`src/rtl/tag_allocator.sv`:
```
// Rename-tag allocator for the ALU and LS reservation stations.
// Each pool keeps a busy bitmap and a free count, and offers its lowest free
// root to the dispatcher every cycle. Dispatch consumes the offered root,
// station releases return roots, and flush returns everything to free.

module tag_pool #(
  parameter int ENTRIES = 16,
  parameter int ROOT_W  = 4,
  parameter int CNT_W   = 5
) (
  input  logic              clk,
  input  logic              rst_n,
  input  logic              alloc,
  input  logic              rel_en,
  input  logic [ROOT_W-1:0] rel_tag,
  input  logic              flush,
  output logic [ROOT_W-1:0] free_tag,
  output logic              full,
  output logic [CNT_W-1:0]  free_cnt,
  output logic              rel_bad
);

  logic [ENTRIES-1:0] busy;
  logic [ENTRIES-1:0] pick_mask;
  logic [ENTRIES-1:0] rel_mask;
  logic [ROOT_W-1:0]  pick_tag;
  logic               pick_found;
  logic               rel_hit;
  logic               alloc_ok;

  // Lowest-index free root: first zero bit scanning upward from root 0.
  always_comb begin
    pick_tag   = '0;
    pick_mask  = '0;
    pick_found = 1'b0;
    for (int i = 0; i < ENTRIES; i++) begin
      if (!pick_found && !busy[i]) begin
        pick_tag     = ROOT_W'(i);
        pick_mask[i] = 1'b1;
        pick_found   = 1'b1;
      end
    end
  end

  // One-hot decode of the released root; an out-of-range root decodes to zero.
  always_comb begin
    rel_mask = '0;
    for (int i = 0; i < ENTRIES; i++) begin
      rel_mask[i] = rel_en && (rel_tag == ROOT_W'(i));
    end
  end

  // A release only counts if it hits a busy, in-range root.
  assign rel_hit  = |(rel_mask & busy);
  assign rel_bad  = rel_en & ~rel_hit;
  assign full     = &busy;
  assign alloc_ok = alloc & ~full;
  assign free_tag = full ? '0 : pick_tag;

  // Bitmap and count update; flush wins over any same-cycle alloc/release.
  // The allocated root is free and the released root is busy, so the two
  // masks never overlap and can be applied together.
  always_ff @(posedge clk or negedge rst_n) begin
    if (!rst_n) begin
      busy     <= '0;
      free_cnt <= CNT_W'(ENTRIES);
    end else if (flush) begin
      busy     <= '0;
      free_cnt <= CNT_W'(ENTRIES);
    end else begin
      busy     <= (busy | (alloc_ok ? pick_mask : '0)) & ~(rel_hit ? rel_mask : '0);
      free_cnt <= free_cnt + CNT_W'(rel_hit) - CNT_W'(alloc_ok);
    end
  end

endmodule

module tag_allocator #(
  parameter int ALU_ENTRIES = 16,
  parameter int LS_ENTRIES  = 8,
  parameter int ROOT_W      = 4,
  parameter int CNT_W       = 5
) (
  input  logic              clk,
  input  logic              rst,
  input  logic              dispValid,
  input  logic              dispIsLS,
  input  logic              aluRelEn,
  input  logic [ROOT_W-1:0] aluRelTag,
  input  logic              lsRelEn,
  input  logic [ROOT_W-1:0] lsRelTag,
  input  logic              flush,
  output logic [ROOT_W-1:0] ALUfreeTag,
  output logic [ROOT_W-1:0] LSfreeTag,
  output logic              aluFull,
  output logic              lsFull,
  output logic              stall,
  output logic [CNT_W-1:0]  aluFreeCnt,
  output logic [CNT_W-1:0]  lsFreeCnt,
  output logic              relErr
);

  logic alu_alloc;
  logic ls_alloc;
  logic alu_rel_bad;
  logic ls_rel_bad;

  // Stall is suppressed during flush since no allocation happens then anyway.
  assign stall     = dispValid & ~flush & (dispIsLS ? lsFull : aluFull);
  assign alu_alloc = dispValid & ~dispIsLS & ~aluFull & ~flush;
  assign ls_alloc  = dispValid &  dispIsLS & ~lsFull  & ~flush;

  tag_pool #(
    .ENTRIES (ALU_ENTRIES),
    .ROOT_W  (ROOT_W),
    .CNT_W   (CNT_W)
  ) u_alu_pool (
    .clk      (clk),
    .rst_n    (rst),
    .alloc    (alu_alloc),
    .rel_en   (aluRelEn),
    .rel_tag  (aluRelTag),
    .flush    (flush),
    .free_tag (ALUfreeTag),
    .full     (aluFull),
    .free_cnt (aluFreeCnt),
    .rel_bad  (alu_rel_bad)
  );

  tag_pool #(
    .ENTRIES (LS_ENTRIES),
    .ROOT_W  (ROOT_W),
    .CNT_W   (CNT_W)
  ) u_ls_pool (
    .clk      (clk),
    .rst_n    (rst),
    .alloc    (ls_alloc),
    .rel_en   (lsRelEn),
    .rel_tag  (lsRelTag),
    .flush    (flush),
    .free_tag (LSfreeTag),
    .full     (lsFull),
    .free_cnt (lsFreeCnt),
    .rel_bad  (ls_rel_bad)
  );

  // Sticky release-error flag; releases coinciding with flush are ignored.
  always_ff @(posedge clk or negedge rst) begin
    if (!rst) begin
      relErr <= 1'b0;
    end else if (!flush && (alu_rel_bad || ls_rel_bad)) begin
      relErr <= 1'b1;
    end
  end

endmodule

```
`config.mk`:
```
export PLATFORM = sky130hd
export DESIGN_NAME = tag_allocator
export DESIGN_NICKNAME = d
export VERILOG_FILES = /design/src/rtl/tag_allocator.sv
export SDC_FILE = /design/constraint.sdc
export NUM_CORES = 1
export LEC_CHECK = 0
export ABC_AREA = 1
export BUFFER_PORTS_ARGS = -buffer_cell sky130_fd_sc_hd__buf_2
export CORE_AREA = 2 2 73 75
export DETAILED_ROUTE_END_ITERATION = 8
export DIE_AREA = 0 0 75 77
export GPL_TIMING_DRIVEN = 0
export PLACE_DENSITY_LB_ADDON = 0.2
export REMOVE_ABC_BUFFERS = 1
export SLEW_MARGIN = 10
export SYNTH_ARGS = -nofsm -noshare
export SYNTH_HDL_FRONTEND = slang
export SYNTH_SLANG_ARGS = --single-unit
```
`constraint.sdc`:
```
create_clock -name clk -period 2.5 [get_ports clk]
set_input_delay 0.5 -clock clk [delete_from_list [all_inputs] [get_ports clk]]
set_output_delay 0.5 -clock clk [all_outputs]
set_load 0.05 [all_outputs]
```
==> run metrics, run 1 <==
Vias/cell=between 5 and 6; Simple-Gate Fraction of Synth Area=36.4%; initial core utilization=50.2%; Final Setup Violations=2; arrival time at the worst endpoint=between 2000 and 3000 ps; Worst setup EP type=flip-flop; Final min period=2660 ps; RSZ-0062 raised after global routing=yes; top-area cell type share of the netlist area=33.1%; IO buf count=35; cell taking the most area after synthesis=dfrtp_1; Setup crit start kind=flip-flop; Max IR drop VDD=0.439 mV; worst skew pair latency=between 200 and 300 ps; hpwl dp=about 4.4 mm; Clock Tree Root=clkbuf_8; Post-synth EDFFs=0; drt total wl=~6.7 mm; DRC=0; H-tree depth=2; clock sinks=35; reg-to-reg slack, setup=-160 ps; Design Area, Final=3290 µm²; Final GP Congestion=0.942; Static Leakage=1.79 nW; Max Cap Viol=0; fraction of the cycle the final worst path needs=106%; DRT iter0 DRCs=about 140; Tot GR Track Use=23.4%; die height=77 µm; std cell rows=26; clock skew=7.53 ps; layout cells sized above 1=29.4%; Post-Synthesis Cell Area=about 2500 µm²; Horiz. Die Dim=roughly 75 µm; Adder-Cell Fraction of Synth Area=6.62%; Antenna Nets Post-Route=0; post-synthesis mux area share=0%; IO Pins=37; routed vias=2,624; first-pass GRT wire length=10.5 mm; Seq/Total Area, Yosys=35.2%; Setup CP Type=reg2reg; Synth Area in Compound Gates=9.02%; CTS Buf Count=5; pin count of the biggest net entering global routing=36; vias in the first global route=2,427; syn_area_per_cell=6.90 µm²; CTS tree=built; core area=roughly 5000 µm²; Mapped Cells=362; main flop type after synthesis=dfrtp_1; xor/xnor cell area share of the yosys netlist=1.40%; Critical R2R Launch=u_ls_pool.busy[0]$_DFF_PN0_; Slew HR=45.1%; Area Overhead vs Synth=31.9%; Final WS setup=-156 ps; Post-Place Cell Area=2740 µm²; WL per Instance=13.2 µm; clk slew on worst S/H paths=around 70 ps; fmax=0.377 GHz; post-layout util=66.1%; synthesized flop and latch total=35; PwrDens=471 nW/µm²; Die Area=5780 µm²; largest family of logic cells by synthesized area=simple AND/OR/NAND/NOR gates; Pre-Repair DR Iteration Count=5; Slew @ Worst Pin=822 ps; Worst R2R Path Depth=20; Final Hold Violating Endpoints=0; Synth area leaders=dfrtp_1, nand2_1, inv_1; synth unique cells=36; Hold Path Class=in2async; Ys Warns=0; initial antenna violation count=0; max-slew violations=0; fin nets=463; status=finished, violations left; CP required=2670 ps; CP Max Fanout=2; violated checks=setup timing; GRT Residual Overflow=0; asr flop ratio synth=100%; diodes inserted=0; TNS Setup=-176 ps; Clock Path Buffers=2; worst r2r dst=u_ls_pool.free_cnt[4]$_DFF_PN0_
-- routing by layer --
layer / GRT usage (%) / wire length (µm)
met5: 0 / 0
met4: 12.9 / 273
met3: 3.94 / 364
met2: 37.2 / 3240
met1: 29.6 / 2800
-- where the power goes --
| group | total, mW | switching [mW] | internal [mW] |
|---|---|---|---|
| clock | 0.430 | 0.213 | 0.216 |
| combinational | 0.482 | 0.326 | 0.156 |
| sequential | 0.637 | 0.0261 | 0.611 |
-- logic make-up after synthesis --
| family | count (synthesis) |
|---|---|
| and+or+nand+nor | 196 |
| buffers and inverters | 73 |
| AOI/OAI and AO/OA | 41 |
| DFF | 35 |
| adders and majority gates | 12 |
| xor gates and xnor gates | 4 |
| other | 1 |
-- critical path, stage by stage (launching register included) --
cell     delay, ps
dfrtp_1        380
nand2_2         90
nor2_4         120
nand2_4         80
nor2_4         120
nand2_4         70
nor2_4          80
nand2_1         60
nand3_2        100
inv_2           50
ha_4           250
inv_2           30
ha_4           150
fa_2           360
nand2_2         80
inv_2           40
nor2_2          80
inv_1           60
a21oi_2        120
xor2_1         160
nor2_1          60
-- worst max-delay path by stage --
stage,startpoint,to,slack (ps),cells after the start
after detailed placement,flush,u_alu_pool.free_cnt[4]$_DFF_PN1_,-530,14
after global placement,flush,u_alu_pool.free_cnt[4]$_DFF_PN1_,-460,14
after global routing,u_ls_pool.busy[0]$_DFF_PN0_,u_ls_pool.free_cnt[4]$_DFF_PN0_,-320,20
final,u_ls_pool.busy[0]$_DFF_PN0_,u_ls_pool.free_cnt[4]$_DFF_PN0_,-160,20
after CTS,u_ls_pool.busy[0]$_DFF_PN0_,u_ls_pool.free_cnt[4]$_DFF_PN0_,-170,20
after floorplan,u_ls_pool.busy[0]$_DFF_PN0_,u_ls_pool.free_cnt[4]$_DFF_PN0_,-200,20
-- final cells by class --
| cell class | instances | area (µm²) |
|---|---|---|
| repair buffers | 72 | 508 |
| clock inverters | 1 | 5.00 |
| clock buffers | 6 | 82.6 |
| flip-flops and latches | 35 | 878 |
| inverters | 68 | 260 |
| fillers | 451 | 1690 |
| multi-input cells | 254 | 1470 |
| well taps | 70 | 87.6 |
-- registers in the layout, indices dropped and copies added (netlist names) --
name and cells:
u_ls_pool.free_cnt 5, u_alu_pool.free_cnt 5, u_alu_pool.busy 16, relErr 1, u_ls_pool.busy 8
-- metrics by stage --
stage	worst slack [ps]	instances	power [mW]	hold slack, ps
after floorplan	-202	357	0.974	204
after global placement	-461	462	1.07	449
after detailed placement	-533	462	1.08	452
after CTS	-173	493	1.53	322
after global routing	-319	506	1.64	372
final	-156	506	1.55	288
-- timing repair --
action,in CTS,in global routing
resized for setup,16,45
setup buffers,24,15
setup endpoints to repair,7,11
hold buffers,0,0
pin swaps,9,18
-- cells in the final DEF, fill, tap and decap left out, drive strengths merged --
cell | synthesis | final
a21o | 2 | 2
a21oi | 21 | 21
a22oi | 1 | 1
a31oi | 2 | 2
buf | 2 | 72
clkbuf | 3 | 6
clkinv | 0 | 1
conb | 1 | 1
dfrtp | 33 | 33
dfstp | 2 | 2
fa | 2 | 2
ha | 10 | 10
inv | 68 | 68
nand2 | 81 | 81
nand3 | 28 | 28
nand4 | 13 | 13
nor2 | 65 | 65
nor3 | 7 | 7
o2111ai | 1 | 1
o211ai | 1 | 1
o21ai | 13 | 13
or2 | 2 | 2
xnor2 | 1 | 1
xor2 | 3 | 3
-- synth_stat cells (3+ instances only) --
cell	n
xor2_1	3
nor2_2	3
a21oi_1	20
nor2_4	3
nor2_1	59
inv_1	66
nand2_2	3
nand3_1	24
nand2_1	78
o21ai_0	11
nand4_1	12
clkbuf_1	3
ha_1	10
nor3_1	4
dfrtp_1	33
nand3_2	3
No activity file was read; power rests on OpenSTA's default activity.
==> run 2, diff against run 1 <==
--- a/config.mk
+++ b/config.mk
@@ -11,7 +11,7 @@
 export DETAILED_ROUTE_END_ITERATION = 8
 export DIE_AREA = 0 0 75 77
 export GPL_TIMING_DRIVEN = 0
-export PLACE_DENSITY_LB_ADDON = 0.2
+export PLACE_DENSITY_LB_ADDON = 0.1
 export REMOVE_ABC_BUFFERS = 1
 export SLEW_MARGIN = 10
 export SYNTH_ARGS = -nofsm -noshare
==> run 2 against run 1 <==
  * The flow still finishes with violations (setup timing)
  * Register-to-register slack about the same
  * Combinational power is essentially flat
  * Clock skew grew 1.2 ps
  * Setup slack better by 15 ps
  * First-iteration DRC count is 21% higher
  * Sequential power barely moved
  * Utilization is 1.2 points higher
  * Cell area increased by 1.7%
  * Sequential share of layout area decreased by 0.35 points
==> run metrics, run 2 (synthesis results as in run 1) <==
Setup crit start kind=flip-flop; first-pass GRT wire length=10.8 mm; Setup crit start=u_ls_pool.busy[0]$_DFF_PN0_; clk slew on worst S/H paths=70 ps; pin count of the biggest net entering global routing=36; largest register by flop count=u_alu_pool.busy; Die Area=5780 µm²; status=finished, violations left; Clock Tree Root=clkbuf_8; CTS Hold Bufs=0; Slew HR=45.3%; Vias/cell=5.16; CP Cell Sequence=nand2_2 -> nor2_4 -> nand2_4 -> nor2_4 -> nand2_4 -> nor2_4 -> nand2_2 -> nand3_4 -> inv_2 -> ha_4 -> inv_2 -> ha_4 -> fa_2 -> nand2_2 -> inv_2 -> nor2_2 -> inv_1 -> a21oi_2 -> xor2_1 -> nor2_1; CP Max Fanout=3; Pre-Repair DR Iteration Count=5; core area=4980 µm²; Final Hold Violating Endpoints=0; initial core utilization=around 50%; total chip power=1.56 mW; Antenna Nets Post-Route=0; diodes inserted=0; PwrDens=465 nW/µm²; crit-path max cell delay=370 ps; layout cells sized above 1=31.1%; reg-to-reg slack, setup=-140 ps; Worst R2R Path Depth=20; WL per Instance=around 13 µm; Design Area, Final=3350 µm²; arrival time at the worst endpoint=around 2800 ps; vias in the first global route=2,441; fmax=0.379 GHz; Area Overhead vs Synth=34.2%; worst r2r dst=u_ls_pool.free_cnt[4]$_DFF_PN0_; TNS Setup=-141 ps; Max Cap Viol=0; initial antenna violation count=0; Max IR drop VDD=around 0.62 mV; worst skew pair latency=290 ps; CTS Buf Count=5; hold slack=around 290 ps; Final GP Congestion=0.951; max-slew violations=0; Final min period=2640 ps; Post-Place Cell Area=roughly 2700 µm²; hpwl dp=4.50 mm; fraction of the cycle the final worst path needs=106%; Final WS setup=-141 ps; Worst setup EP type=flip-flop; post-layout util=67.3%; Slew @ Worst Pin=820 ps; Setup CP Type=reg2reg; clock skew=8.76 ps; Clock Path Buffers=2; fin nets=463; drt total wl=6.84 mm; DRC=0; std cell rows=26; CP required=2670 ps; most frequent cells in the layout=nand2_1, inv_1, nor2_1; routed vias=2,617; Worst setup endpoint=u_ls_pool.free_cnt[4]$_DFF_PN0_; Static Leakage=1.80 nW; IO buf count=35; Horiz. Die Dim=75 µm; clock sinks=35; Final Setup Violations=1; RSZ-0062 raised after global routing=yes; DRT iter0 DRCs=roughly 170; CTS tree=built; Critical R2R Launch=u_ls_pool.busy[0]$_DFF_PN0_; biggest regs=u_alu_pool.busy x16, u_ls_pool.busy x8; leading cell type in the layout, fill and taps excluded=nand2_1; max reg flops=16; Tot GR Track Use=24.0%; Hold Path Class=in2async; IO Pins=37; Worst path slowest cell=dfrtp_1; H-tree depth=2; GRT Residual Overflow=0; violated checks=setup timing; die height=77 µm
==> run 2: cell count changes in the layout (fill, tap and decap cells not counted), sizes merged <==
cell    previous run  this run
clkbuf             6         7
==> run 2: final cells by class <==
| class | count | area, µm² |
|---|---|---|
| Multi-Input combinational cell | 254 | 1530 |
| Fill cell | 421 | 1630 |
| Tap cell | 70 | 87.6 |
| Inverter | 68 | 263 |
| Timing Repair Buffer | 72 | 494 |
| Sequential cell | 35 | 882 |
| Clock inverter | 1 | 5.00 |
| Clock buffer | 7 | 86.3 |
==> run 2: worst min path at each step <==
stage                                     to                from  slack (ps)
5_1_grt        u_alu_pool.busy[10]$_DFF_PN0_                 rst         360
4_1_cts         u_alu_pool.busy[8]$_DFF_PN0_                 rst         330
3_5_place_dp              relErr$_DFFE_PN0P_  relErr$_DFFE_PN0P_         460
6_report        u_alu_pool.busy[2]$_DFF_PN0_                 rst         290
3_3_place_gp              relErr$_DFFE_PN0P_  relErr$_DFFE_PN0P_         470
2_1_floorplan             relErr$_DFFE_PN0P_                 rst         200
==> run 2: power by group <==
group	switching (mW)	leakage (nW)	internal (mW)
clock network	0.219	0.0482	0.223
logic	0.329	1.29	0.151
registers	0.0259	0.466	0.611
==> run 2: critical path, delay by kind of cell (launching register included) <==
kind,cells,cell delay (ps)
fa+ha+maj,3,760
buf+inv,4,170
flops,1,370
simple gates,11,940
xor+xnor,1,160
compound gates,1,120
==> run 2: timing repair <==
action                     4_1_cts  5_1_grt
setup buffers                   16       22
gates resized for setup         15       57
setup endpoints to repair        8       10
pin swaps                       12       33
==> run 2: per-stage QoR <==
stage | setup WS, ps | std cells
after CTS | -200 | 486
after detailed placement | -511 | 462
after floorplan | -202 | 357
after global placement | -489 | 462
final | -141 | 507
after global routing | -334 | 507
==> run 2: layer usage <==
layer	up-vias	track usage (%)	wire length, µm
li1	1296	-	-
met1	1227	29.8	2880
met2	77	40.9	3530
met3	17	4.34	289
met4	0	8.39	143
met5	-	0	0
